**config.mk**
```make
export PLATFORM = sky130hd
export DESIGN_NAME = exe_mem_vec_stage
export DESIGN_NICKNAME = d
export VERILOG_FILES = /design/src/rtl/exe_mem_vec_stage.sv
export SDC_FILE = /design/constraint.sdc
export NUM_CORES = 1
export LEC_CHECK = 0
export ABC_AREA = 0
export CAP_MARGIN = 15
export CORE_MARGIN = 3
export CORE_UTILIZATION = 50
export CTS_CLUSTER_SIZE = 16
export DETAILED_ROUTE_END_ITERATION = 10
export HOLD_SLACK_MARGIN = 0.15
export PLACE_DENSITY = 0.79
export SLEW_MARGIN = 20
export SYNTH_ARGS = -nofsm -noshare
export SYNTH_HDL_FRONTEND = slang
export SYNTH_SLANG_ARGS = --single-unit
```
**constraint.sdc**
```tcl
create_clock -name clk -period 2.08 [get_ports clk]
set_input_delay 0.208 -clock clk [delete_from_list [all_inputs] [get_ports clk]]
set_output_delay 0.208 -clock clk [all_outputs]
set_load 0.005 [all_outputs]
```
**src/rtl/exe_mem_vec_stage.sv**
```systemverilog
// EXE->MEM pipeline stage for the vector datapath: valid/ready handshake with a
// 2-entry skid buffer (main entry drives outputs, skid entry absorbs backpressure).
module exe_mem_vec_stage #(
    parameter int LANES  = 4,
    parameter int DATA_W = 32,
    parameter int RD_W   = 4,
    parameter int CTRL_W = 4
) (
    input  logic                    clk,
    input  logic                    reset,
    input  logic                    stop,
    input  logic                    flush,
    input  logic                    in_valid,
    output logic                    in_ready,
    input  logic [CTRL_W-1:0]       ctrl_in,
    input  logic [RD_W-1:0]         rd_in,
    input  logic [LANES-1:0]        cmp_in,
    input  logic [LANES*DATA_W-1:0] data_in,
    output logic                    out_valid,
    input  logic                    out_ready,
    output logic [CTRL_W-1:0]       ctrl_out,
    output logic [RD_W-1:0]         rd_out,
    output logic [LANES-1:0]        cmp_out,
    output logic [LANES*DATA_W-1:0] data_out,
    output logic [1:0]              occupancy
);

    typedef enum logic [1:0] {
        EMPTY = 2'd0,
        ONE   = 2'd1,
        FULL  = 2'd2
    } state_t;

    state_t state_q, state_d;

    logic [CTRL_W-1:0]       main_ctrl_q, skid_ctrl_q;
    logic [RD_W-1:0]         main_rd_q,   skid_rd_q;
    logic [LANES-1:0]        main_cmp_q,  skid_cmp_q;
    logic [LANES*DATA_W-1:0] main_data_q, skid_data_q;

    logic acc, pop;
    logic ld_main_in, ld_skid_in, ld_main_skid;

    // stop is the only combinational path into in_ready; the rest comes from state
    assign in_ready  = (state_q != FULL) && !stop;
    assign out_valid = (state_q != EMPTY);
    assign acc       = in_valid && in_ready;
    assign pop       = out_valid && out_ready && !stop;

    always_comb begin
        state_d      = state_q;
        ld_main_in   = 1'b0;
        ld_skid_in   = 1'b0;
        ld_main_skid = 1'b0;
        case (state_q)
            EMPTY: begin
                if (acc) begin
                    ld_main_in = 1'b1;
                    state_d    = ONE;
                end
            end
            ONE: begin
                // simultaneous accept and pop keeps one entry in flight per cycle
                if (acc && pop) begin
                    ld_main_in = 1'b1;
                end else if (acc) begin
                    ld_skid_in = 1'b1;
                    state_d    = FULL;
                end else if (pop) begin
                    state_d = EMPTY;
                end
            end
            FULL: begin
                if (pop) begin
                    ld_main_skid = 1'b1;
                    state_d      = ONE;
                end
            end
            default: state_d = EMPTY;
        endcase
    end

    always_ff @(posedge clk) begin
        if (reset || flush) begin
            state_q     <= EMPTY;
            main_ctrl_q <= '0;
            main_rd_q   <= '0;
            main_cmp_q  <= '0;
            main_data_q <= '0;
            skid_ctrl_q <= '0;
            skid_rd_q   <= '0;
            skid_cmp_q  <= '0;
            skid_data_q <= '0;
        end else begin
            state_q <= state_d;
            if (ld_main_in) begin
                main_ctrl_q <= ctrl_in;
                main_rd_q   <= rd_in;
                main_cmp_q  <= cmp_in;
                main_data_q <= data_in;
            end else if (ld_main_skid) begin
                main_ctrl_q <= skid_ctrl_q;
                main_rd_q   <= skid_rd_q;
                main_cmp_q  <= skid_cmp_q;
                main_data_q <= skid_data_q;
            end
            if (ld_skid_in) begin
                skid_ctrl_q <= ctrl_in;
                skid_rd_q   <= rd_in;
                skid_cmp_q  <= cmp_in;
                skid_data_q <= data_in;
            end
        end
    end

    // control bits are masked so a bubble never asserts regWrite/memWrite
    assign ctrl_out  = main_ctrl_q & {CTRL_W{out_valid}};
    assign rd_out    = main_rd_q;
    assign cmp_out   = main_cmp_q;
    assign data_out  = main_data_q;
    assign occupancy = state_q;

endmodule

```
# Word level (Yosys, flattened, before mapping)
# Cells that the tools add are included.
# totals
reg_bits	282
inputBits	146
output_inout_bits	144
word_cells	49
# classes
eq_ne	7
mux	21
n_bitwise	1
reduce_logical	11
# ops
cell	n
$mux 128	2
$mux 4	6
$mux 2	5
$ne 2x2->1 const B	4
$mux 1	6
$pmux 2 s3	1
$logic_and 1x1->1	5
$and 4x4->4	1
$reduce_and 4->1	1
$reduce_bool 2->1	2
$ne 3x3->1 const B	1
$eq 2x1->1 const B	1
$eq 2x2->1 const B	1
$logic_not 2->1	1
$pmux 1 s2	1
$logic_not 1->1	1
$logic_or 1x1->1	1

# Logic depth before layout (Yosys ltp)
# depth
ltp_word	7
mapped_depth	7
depth_no_buf	3

# Least setup slack after synthesis
# No wires, ideal clock.
# synth_path
path_type	reg-to-reg
from	register state_q[1], in the netlist occupancy[1]
to	register main_data_q[26], in the netlist data_out[26]
setup_time_ns	0.147
arrival_time_ns	1.450
required_ns	1.933
path_slack_ns	0.483
stages_incl_launch_ff	8
path_buffers	4
period_less_slack_ns	1.597
cell_sequence	dfxtp_1 -> buf_2 -> or3b_1 -> buf_2 -> buf_6 -> buf_6 -> nor3_1 -> a311oi_1
# synth_via
elab_chain_len	7
elab_cells_between_ends	17
cone_classes	eq/ne (3); mux (6); reduce/logical (8)
# synth_rtl
item	line_no	text
start: declaration	34	state_t state_q, state_d;
start signal: assignment	95	state_q <= state_d;
$ne 2x2->1 / $reduce_bool 2->1 (equally long branches)	45, 46	
$logic_and 1x1->1, on equally long branches	45, 48	
$logic_and 1x1->1, on equally long branches	47, 48	
$logic_and 1x1->1	64	if (acc && pop) begin
$mux 1	64	
$pmux 1 s2	55	case (state_q)
$mux 128 / $reduce_bool 2->1 (equally long branches)	--	
end signal: assignment	100	main_data_q <= data_in;
end signal: assignment	105	main_data_q <= skid_data_q;
end: declaration	39	logic [LANES*DATA_W-1:0] main_data_q, skid_data_q;
# Parallel ways exist; a longest one is shown, timed or not.
# A chain may end at the register's enable or synchronous reset.

# Worst setup path after layout
# layout_path
from	register state_q[0], in the netlist occupancy[0]
to	output port ctrl_out[1]
# layout_via
elab_chain_len	2
# layout_rtl
item	line_no	text
$reduce_bool 2->1	46	assign out_valid = (state_q != EMPTY);
$and 4x4->4	117	assign ctrl_out = main_ctrl_q & {CTRL_W{out_valid}};
end: declaration	21	output logic [CTRL_W-1:0] ctrl_out,
# Every way passes these cells.

==> flow_summary.ini <==
[clocking]
clock-root-buffer = clkbuf_16
insertion_delay_ps = 530
cts_tree = yes
htreeDepth = 1
path_clk_slew_ps = 60
cts_buffers = 29
cts.hold.buffers_added = 0
cts_buffer_depth = 3
cts.sinks = 282

[layout]
area_growth_pct = 32.64
finalNetCount = 1812
multiInputGateArea_mm2 = 0.006351
fillers = 1941
drive_gt1_frac = 0.1784
regArea_mm2 = 0.005650

[worst_setup_path]
end_kind = output port
critPathKind = flip-flop to output port
crit_path_max_fanout = 9
worst_ep_arrival_time_ps = 1720
critPathLaunchType = flip-flop
worstPathRequired_ps = 1870

[synthesis]
syn-num-nets = 1606
synthCells = 1460
synth.most_common_cell = dfxtp_1
syn_area_per_cell_um2 = 8.807
ys_seq_area_frac = 0.4390
syn_area_mm2 = 0.01286
synth-edff-count = 0
synth.distinct_cells = 28
ys_ff_latch = 282
synth-warning-count = 0
synth_top_area_frac = 0.4390
synthFlopType = dfxtp_1
synth_common_cells = dfxtp_1, nand2_1, a21oi_1, nand3_1
async_reset_ff_frac = 0
yosys.area.top_type = dfxtp_1
synth.area.top_cells = dfxtp_1, a311oi_2, nand2_1

[run]
drv_cap = 0

[global_routing]
grt_overflow = 0
grtUsageTotal = 0.2609
grt_start_max_net_pins = 86
grt_pass1_wl_um = 61560
grt_pass1_vias = 11495
antenna_found_initial = 2

[routing]
wire_per_inst_um = 18.76
drc = 0
vias = 11966
first_pass_iters = 5
routed_wl_um = 37850
wl_met1_um = 15650
wl_met3_um = 2532
drt_iter0_drc = 1315
routed.top_layer = met5
viasPerCell = 5.930
ant_nets = 0
routed-wl-met2_um = 18450

[timing]
post-route-period-util = 0.9262
clock.fmax_mhz = 519.1
fin_ws_ps = 153.5
worstMarginPinSlew_ps = 516.9
rsz0062_at_grt = false
setup_violations = 0
tns_ps = 0
hold_viol_final = 0
finalCriticalPeriod_ps = 1927
skew_ps = 8.034
slew_violations = 0
maxSlewHeadroom = 0.6554

[pwr]
p_per_area_mw_per_mm2 = 696.6
power.leakage_nw = 5.216
peakVddDrop_uv = 491.8

[place]
dp_slack_ps = 26.03
hpwl_um = 23720
gp_congestion = 0.8303
io_buffer_count = 289

[floorplanning]
ios = 290
initial_utilization = 0.5092
core_mm2 = 0.02525
die_area_mm2 = 0.02768
fp.dieW_um = 166.4
dieHeight_um = 166.4
row_count = 58

[hold_path]
hold_path_class = input pin to flip-flop

[status]
status = finished clean
==> area by class of cell <==
class / instances / area share
well taps: 330 / 0.02421
flip-flops and latches: 282 / 0.3313
clock inverters: 12 / 0.005135
clock buffers: 40 / 0.04849
repair buffers: 347 / 0.2179
diodes: 1 / 0.0001467
multi-input cells: 1004 / 0.3724
inverters: 2 / 0.0004402
==> layout by cell type, fill, tap and decap left out, drive strengths merged, types with 2 or more instances in the layout <==
master and count:
nor3 140, dfxtp 282, a311oi 140, nor2b 7, nand3 140, clkbuf 40, o21ai 142, clkdlybuf4s50 289
a21oi 142, buf 58, nor2 2, inv 2, nand2 282, clkinv 10
==> metrics by stage <==
stage / total power, mW / hold WS, ps / instances / utilization / cell area [um^2]
floorplan: 6.259 / 355.7 / 1460 / - / 12860
global placement: 6.974 / 459.7 / 1965 / 0.6388 / 16130
detailed placement: 6.985 / 466.3 / 1965 / 0.6388 / 16130
CTS: 11.97 / 250.1 / 2017 / 0.6751 / 17050
global route: 12.28 / 261.7 / 2018 / 0.6753 / 17060
finish: 11.88 / 271.0 / 2018 / 0.6753 / 17060
==> routing by layer <==
metal | track usage | up-vias
met5 | 0 | -
met2 | 0.4279 | 484
met3 | 0.04118 | 77
li1 | - | 5674
met1 | 0.3514 | 5729
met4 | 0.09218 | 2
==> where the power goes <==
part / leakage (nW) / internal [mW] / switching, mW
Combinational: 2.47 / 0.640 / 0.674
Sequential: 2.28 / 5.50 / 0.0659
Clock: 0.460 / 2.88 / 2.12
Total: 5.22 / 9.02 / 2.86
==> sequential cells by signal, summed over array words and instances, names as in the netlist <==
name	flops
skid_cmp_q	4
rd_out	4
main_ctrl_q	4
skid_rd_q	4
skid_ctrl_q	4
occupancy	2
data_out	128
cmp_out	4
skid_data_q	128
==> repair_timing <==
item                       CTS  global route
resized for setup            2             1
setup endpoints to repair    6             2
buffers inserted             0             0
==> worst max-delay path: stages (launching register included) <==
cell	delay [ps]
dfxtp_2	430
nor2_1	120
nor2b_1	130
clkdlybuf4s50_1	510
==> logic make-up (layout without fill, tap and decap cells) <==
group                  Yosys count  in the layout  share of synthesized area
AO/OA/AOI/OAI                  424            424                     0.2511
other                            0              1                          0
flip-flops                     282            282                     0.4390
XOR/XNOR                         1              1                  0.0006813
multiplexers                     1              1                  0.0007785
buffers and inverters          174            401                    0.07171
AND/OR/NAND/NOR                578            578                     0.2366
==> path summary, 6_finish.rpt <==
kind                                   endpoint  slack [ps]            start  cells past startpoint
worst max-delay path                ctrl_out[1]         150     occupancy[0]                      3
worst min-delay path            skid_data_q[39]         270      data_in[39]                      3
worst max register to register  skid_data_q[91]         430     occupancy[1]                      4
worst min register to register  skid_data_q[30]         470  skid_data_q[30]                      2
No activity file was read; power rests on OpenSTA's default activity.
